<file path="config.mk">
export PLATFORM = sky130hd
export DESIGN_NAME = axi_eth_tx_mux
export DESIGN_NICKNAME = d
export VERILOG_FILES = /design/src/rtl/axi_eth_tx_mux.sv
export SDC_FILE = /design/constraint.sdc
export NUM_CORES = 1
export LEC_CHECK = 0
export CORE_AREA = 2 2 213 215
export CTS_BUF_LIST = sky130_fd_sc_hd__clkbuf_4 sky130_fd_sc_hd__clkbuf_8
export DETAILED_ROUTE_END_ITERATION = 8
export DIE_AREA = 0 0 215 217
export GPL_TIMING_DRIVEN = 0
export PLACE_DENSITY_LB_ADDON = 0.3
export SYNTH_ARGS = -nofsm -noshare
export SYNTH_HDL_FRONTEND = slang
export SYNTH_SLANG_ARGS = --single-unit
</file>
<file path="constraint.sdc">
create_clock -name clk -period 3.16 [get_ports clk]
set_clock_uncertainty 0.15 [all_clocks]
set_input_delay 0.474 -clock clk [delete_from_list [all_inputs] [get_ports clk]]
set_output_delay 0.474 -clock clk [all_outputs]
set_load 0.1 [all_outputs]
</file>
<file path="src/rtl/axi_eth_tx_mux.sv">
// Round-robin Ethernet TX arbiter: grants one client, emits its 14-byte L2 header,
// forwards the client's payload and zero-pads short frames up to MIN_FRAME bytes.
module axi_eth_tx_mux #(
    parameter int N_PORTS   = 4,
    parameter int MIN_FRAME = 60,
    parameter int PAD_EN    = 1
) (
    input  logic                    clk,
    input  logic                    aresetn,
    input  logic [N_PORTS-1:0]      req,
    output logic [N_PORTS-1:0]      ack,
    input  logic [48*N_PORTS-1:0]   dst_mac,
    input  logic [48*N_PORTS-1:0]   src_mac,
    input  logic [16*N_PORTS-1:0]   ethertype,
    input  logic [8*N_PORTS-1:0]    s_axis_tdata,
    input  logic [N_PORTS-1:0]      s_axis_tlast,
    input  logic [N_PORTS-1:0]      s_axis_tvalid,
    output logic [N_PORTS-1:0]      s_axis_tready,
    output logic [7:0]              m_axis_tdata,
    output logic                    m_axis_tlast,
    output logic                    m_axis_tvalid,
    input  logic                    m_axis_tready,
    output logic                    busy,
    output logic [31:0]             tx_frames
);

    localparam int PW = (N_PORTS > 1) ? $clog2(N_PORTS) : 1;
    localparam logic [N_PORTS-1:0] ONE_HOT0 = 1;

    typedef enum logic [1:0] {
        IDLE    = 2'd0,
        HEADER  = 2'd1,
        PAYLOAD = 2'd2,
        PAD     = 2'd3
    } state_t;

    state_t            state;
    state_t            state_n;
    logic [PW-1:0]     grant;
    logic [PW-1:0]     pick;
    logic [PW-1:0]     cand;
    logic              found;
    int                idx;
    logic [10:0]       count;
    logic [10:0]       count_n;
    logic [10:0]       count_inc;
    logic [111:0]      hdr;
    logic [7:0]        hdr_byte;
    logic              long_enough;
    logic              beat;
    logic              frame_done;

    // Round-robin search starting one past the last granted port, with wrap.
    always_comb begin
        found = 1'b0;
        pick  = '0;
        cand  = '0;
        idx   = 0;
        for (int i = 1; i <= N_PORTS; i++) begin
            idx  = (int'(grant) + i) % N_PORTS;
            cand = PW'(idx);
            if (!found && req[cand]) begin
                found = 1'b1;
                pick  = cand;
            end
        end
    end

    // count doubles as the header byte index while in HEADER (0..13).
    always_comb begin
        hdr_byte = '0;
        for (int b = 0; b < 14; b++) begin
            if (count[3:0] == 4'(b)) hdr_byte = hdr[8*(13-b) +: 8];
        end
    end

    assign count_inc   = (count == 11'h7FF) ? count : count + 11'd1;
    assign long_enough = (PAD_EN == 0) || (({1'b0, count} + 12'd1) >= 12'(MIN_FRAME));
    assign busy        = (state != IDLE);

    // Handshake: a byte moves on a rising clk edge where tvalid && tready; a
    // sender holding tvalid keeps tdata/tlast stable until that edge.
    always_comb begin
        state_n       = state;
        count_n       = count;
        frame_done    = 1'b0;
        beat          = 1'b0;
        m_axis_tdata  = '0;
        m_axis_tlast  = 1'b0;
        m_axis_tvalid = 1'b0;
        s_axis_tready = '0;
        case (state)
            IDLE: begin
                if (found) begin
                    state_n = HEADER;
                    count_n = '0;
                end
            end
            HEADER: begin
                m_axis_tvalid = 1'b1;
                m_axis_tdata  = hdr_byte;
                if (m_axis_tready) begin
                    count_n = count_inc;
                    if (count == 11'd13) state_n = PAYLOAD;
                end
            end
            PAYLOAD: begin
                m_axis_tvalid        = s_axis_tvalid[grant];
                m_axis_tdata         = s_axis_tdata[8*grant +: 8];
                m_axis_tlast         = s_axis_tlast[grant] && long_enough;
                s_axis_tready[grant] = m_axis_tready;
                beat                 = s_axis_tvalid[grant] && m_axis_tready;
                if (beat) begin
                    count_n = count_inc;
                    if (s_axis_tlast[grant]) begin
                        if (long_enough) begin
                            state_n    = IDLE;
                            frame_done = 1'b1;
                        end else begin
                            state_n = PAD;
                        end
                    end
                end
            end
            PAD: begin
                m_axis_tvalid = 1'b1;
                m_axis_tlast  = (count == 11'(MIN_FRAME - 1));
                if (m_axis_tready) begin
                    count_n = count_inc;
                    if (m_axis_tlast) begin
                        state_n    = IDLE;
                        frame_done = 1'b1;
                    end
                end
            end
            default: state_n = IDLE;
        endcase
    end

    // grant also serves as the round-robin pointer; reset makes port 0 win first.
    always_ff @(posedge clk or negedge aresetn) begin
        if (!aresetn) begin
            state     <= IDLE;
            grant     <= PW'(N_PORTS - 1);
            count     <= '0;
            hdr       <= '0;
            ack       <= '0;
            tx_frames <= '0;
        end else begin
            state <= state_n;
            count <= count_n;
            ack   <= '0;
            if (state == IDLE && found) begin
                grant <= pick;
                ack   <= ONE_HOT0 << pick;
                hdr   <= {dst_mac[48*pick +: 48], src_mac[48*pick +: 48],
                          ethertype[16*pick +: 16]};
            end
            if (frame_done) tx_frames <= tx_frames + 32'd1;
        end
    end

endmodule

</file>
==> impl_results.md <==
* Status: finished with violations
* Failing checks: negative setup slack
* Non-Filler Instances at 2646
* Share of cells above drive strength 1 at 0.2782
* RD Place Congestion at 0.9363
* Worst Hold Class: flop to flop
* Final antenna-violating net count at 0
* Vias/cell at 5.152
* Fin. max-slew vios at 0
* Final critical-path required period at 3.333 ns
* Crit Path Class: flop to primary output
* Die Ht at 217 um
* Fill cell total of the finished layout at 4191
* First-pass GRT wire length at 86.07 mm
* WHS Path Cells at 1
* Mapped Area at 0.01131 sq mm
* M3 GR Usage at 0.06527
* Post-synth EDFFs at 0
* CTS tree: built
* CP endpoint kind: primary output
* Wire length per cell at 23.83 um
* Clock root cell: clkbuf_8
* Slowest stage cell, crit path: dfrtp_1
* Crit Path Max Fanout at 8
* Clk slew on worst S/H paths at 0.10 ns
* Antenna violations before repair at 8
* Tightest Pin Transition at 1.043 ns
* Clock buffer depth at 2
* Cell Rows at 78
* Final setup vio count at 70
* Final hold viol count at 0
* DP Wirelength at 47.18 mm
* Power per cell area at 968.8 mW/mm^2
* First drt pass iteration count at 5
* WP data required at 2.54 ns
* DRC Markers at 0
* Synth Instances at 1378
* Post-Syn Nets at 1886
* Synth async-reset ratio at 1.000
* Initial Util at 0.2531
* Multi-input gate area in the final layout at 0.008651 sq mm
* FMAX at 300.1 MHz
* # Max-Cap Violations at 0
* R2R Setup Slk at -0.08 ns
* Hold path endpoint: tx_frames[31]$_DFFE_PN0P_
* Worst path most repeated cell: buf_6
* Static Leak at 9.179 nW
* DR iter-0 viols at 877
* GRT Overall Usage at 0.2481
* H-tree levels at 4
* Synth Flop Type: dfrtp_1
* Boundary pin count at 546
* RSZ-0062 raised after global routing: true
* Buf+Inv Stages, Crit Path at 5
* Worst-Skew Late Latency at 0.50 ns
* Nets at 2537
* Maximum vdd drop at 0.6676 mV
* Register area at 0.004084 sq mm
* Area grow syn2layout at 94.49%
* Routed WL at 63.05 mm
* DR vias at 13630
* Distinct cells, synth at 58
* Final period util at 1.055
* Vias in the first global route at 13560
* Yosys warnings at 0
* Placed Cells at 2524
* Critical path data arrival time at 2.71 ns
* Busiest grt layer: met2
* Clock Sink Count at 163
* Min-Delay Startpoint: tx_frames[31]$_DFFE_PN0P_
* R2R cell count at 15
* Largest net degree at the start of global routing at 92
* Die W at 215 um
* Relative slew margins at 0.3027
* Met1 usage at 0.3047
* Total global routing overflow at 0
* Sequential share of the synthesized area at 0.3608
* Placeable Area at 0.04470 sq mm
* Crit path max-delay family: compound AO/OA/AOI/OAI gates
* Reg2Reg Launch Point: grant[0]$_DFFE_PN1P_
* Setup TNS at -3.040 ns
* Startpoint types: flop
* Worst flop-to-flop path endpoint: hdr[79]$_DFFE_PN0P_
* Synth Area per Inst at 8.210 sq um
* Synth Register Bits at 163
* TritonCTS Buffers at 17
* Crit-path max cell delay at 0.42 ns
* Met2 Use GR at 0.4227
* Full die area at 0.04666 sq mm
* Worst path cell trace: buf_6 -> buf_6 -> ha_4 -> buf_6 -> clkinvlp_4 -> a21boi_4 -> a221o_1 -> a22oi_2 -> nand2_2 -> buf_12
* Worst Setup Slack, final at -0.1728 ns
* PortBufs at 545
[cells in the final DEF (no fill, tap or decap), types with 15 or more instances in the layout]
cell type,count
nand3_1,17
buf_6,36
a211o_1,67
buf_8,18
a21oi_2,53
a221o_1,16
nand2_2,53
o21ai_2,15
o21ai_0,22
mux2i_4,37
mux2i_1,43
o221ai_1,22
clkbuf_8,18
nand2_1,284
buf_12,36
inv_1,16
xor2_1,25
clkbuf_2,15
nor3_1,19
clkdlybuf4s50_1,529
nor2_1,29
o221ai_2,24
clkbuf_1,22
dfrtp_1,159
nand2_4,45
buf_4,39
clkbuf_16,23
a21oi_1,73
[metal layers]
metal  wire, um  up-vias
met5         49        -
met4       2155        8
met3       4655      109
met2      30680      574
met1      25510     6622
li1           -     6318
[flip-flops by register name (all words and copies together), names as in the netlist]
signal and flops:
tx_frames 32, ack 4, hdr 112, state 2, count 11, grant 2
[through the flow]
stage / area [sq um] / total power [W] / hold WS [ns] / utilization / setup WS [ns]
floorplan: 11360 / 0.009594 / 0.02841 / - / -0.1107
global placement: 17570 / 0.01326 / 0.3092 / 0.3930 / -5.764
detailed placement: 17600 / 0.01331 / 0.3107 / 0.3938 / -1.675
CTS: 19120 / 0.01673 / 0.3271 / 0.4277 / -0.2821
global route: 22000 / 0.02241 / 0.3354 / 0.4922 / -0.2765
finish: 22000 / 0.02132 / 0.3263 / 0.4923 / -0.1728
[synthesized netlist by cell type (all sizes together), types with 7 or more instances]
master	instances	area (sq um)
a211o	67	586.8
a211oi	8	60.06
a21oi	140	700.7
a221o	17	170.2
a221oi	9	78.83
a22oi	16	120.1
and3	14	87.58
buf	52	287.8
clkbuf	62	232.7
dfrtp	161	4029
ha	13	162.7
inv	22	82.58
mux2i	94	940.9
mux4	10	225.2
nand2	383	1438
nand2b	8	50.05
nand3	22	110.1
nor2	36	135.1
nor3	20	100.1
nor3b	7	52.55
o2111ai	7	61.31
o21ai	51	255.3
o221ai	46	402.9
o22ai	15	93.84
o31ai	8	60.06
xnor2	9	78.83
xor2	25	219.0
[where the power goes]
part / switching, W / internal, W
logic: 0.00855 / 0.00757
registers: 0.000669 / 0.00287
clock network: 0.000936 / 0.000726
[repair_timing]
item	4_1_cts	5_1_grt
cloned	1	23
pin swaps	24	159
gates resized for setup	345	516
endpoints found under the hold margin	70	0
endpoints found under the setup margin	133	127
setup buffers	15	54
hold buffers	1	0
[cell families after synthesis]
kind of cell	count (synthesis)	share of synthesized area
buffers and inverters	136	0.05331
adders and majority gates	13	0.01438
muxes	106	0.1051
DFF	163	0.3608
xor gates and xnor gates	34	0.02632
AOI/OAI and AO/OA	401	0.2414
and+or+nand+nor	525	0.1987
[area by class of cell]
type / count / area share
inverter: 22 / 0.004606
timing repair buffer: 639 / 0.3151
buffer: 107 / 0.04862
clock buffer: 17 / 0.01063
clock inverter: 15 / 0.007733
tap: 600 / 0.03412
sequential: 163 / 0.1856
antenna: 4 / 0.0004549
multi-input combinational: 1079 / 0.3932
[worst max path at each step]
stage | startpoint | end | slack [ns] | depth (start not counted)
after detailed placement | count[1]$_DFFE_PN0P_ | m_axis_tdata[6] | -1.68 | 8
after global placement | aresetn | hdr[85]$_DFFE_PN0P_ | -5.76 | 1
after CTS | count[1]$_DFFE_PN0P_ | m_axis_tdata[5] | -0.28 | 9
after floorplan | count[1]$_DFFE_PN0P_ | m_axis_tdata[5] | -0.11 | 8
after global routing | count[0]$_DFFE_PN0P_ | m_axis_tdata[5] | -0.28 | 11
final | count[0]$_DFFE_PN0P_ | m_axis_tdata[3] | -0.17 | 10
(Power assumes the default switching activity.)
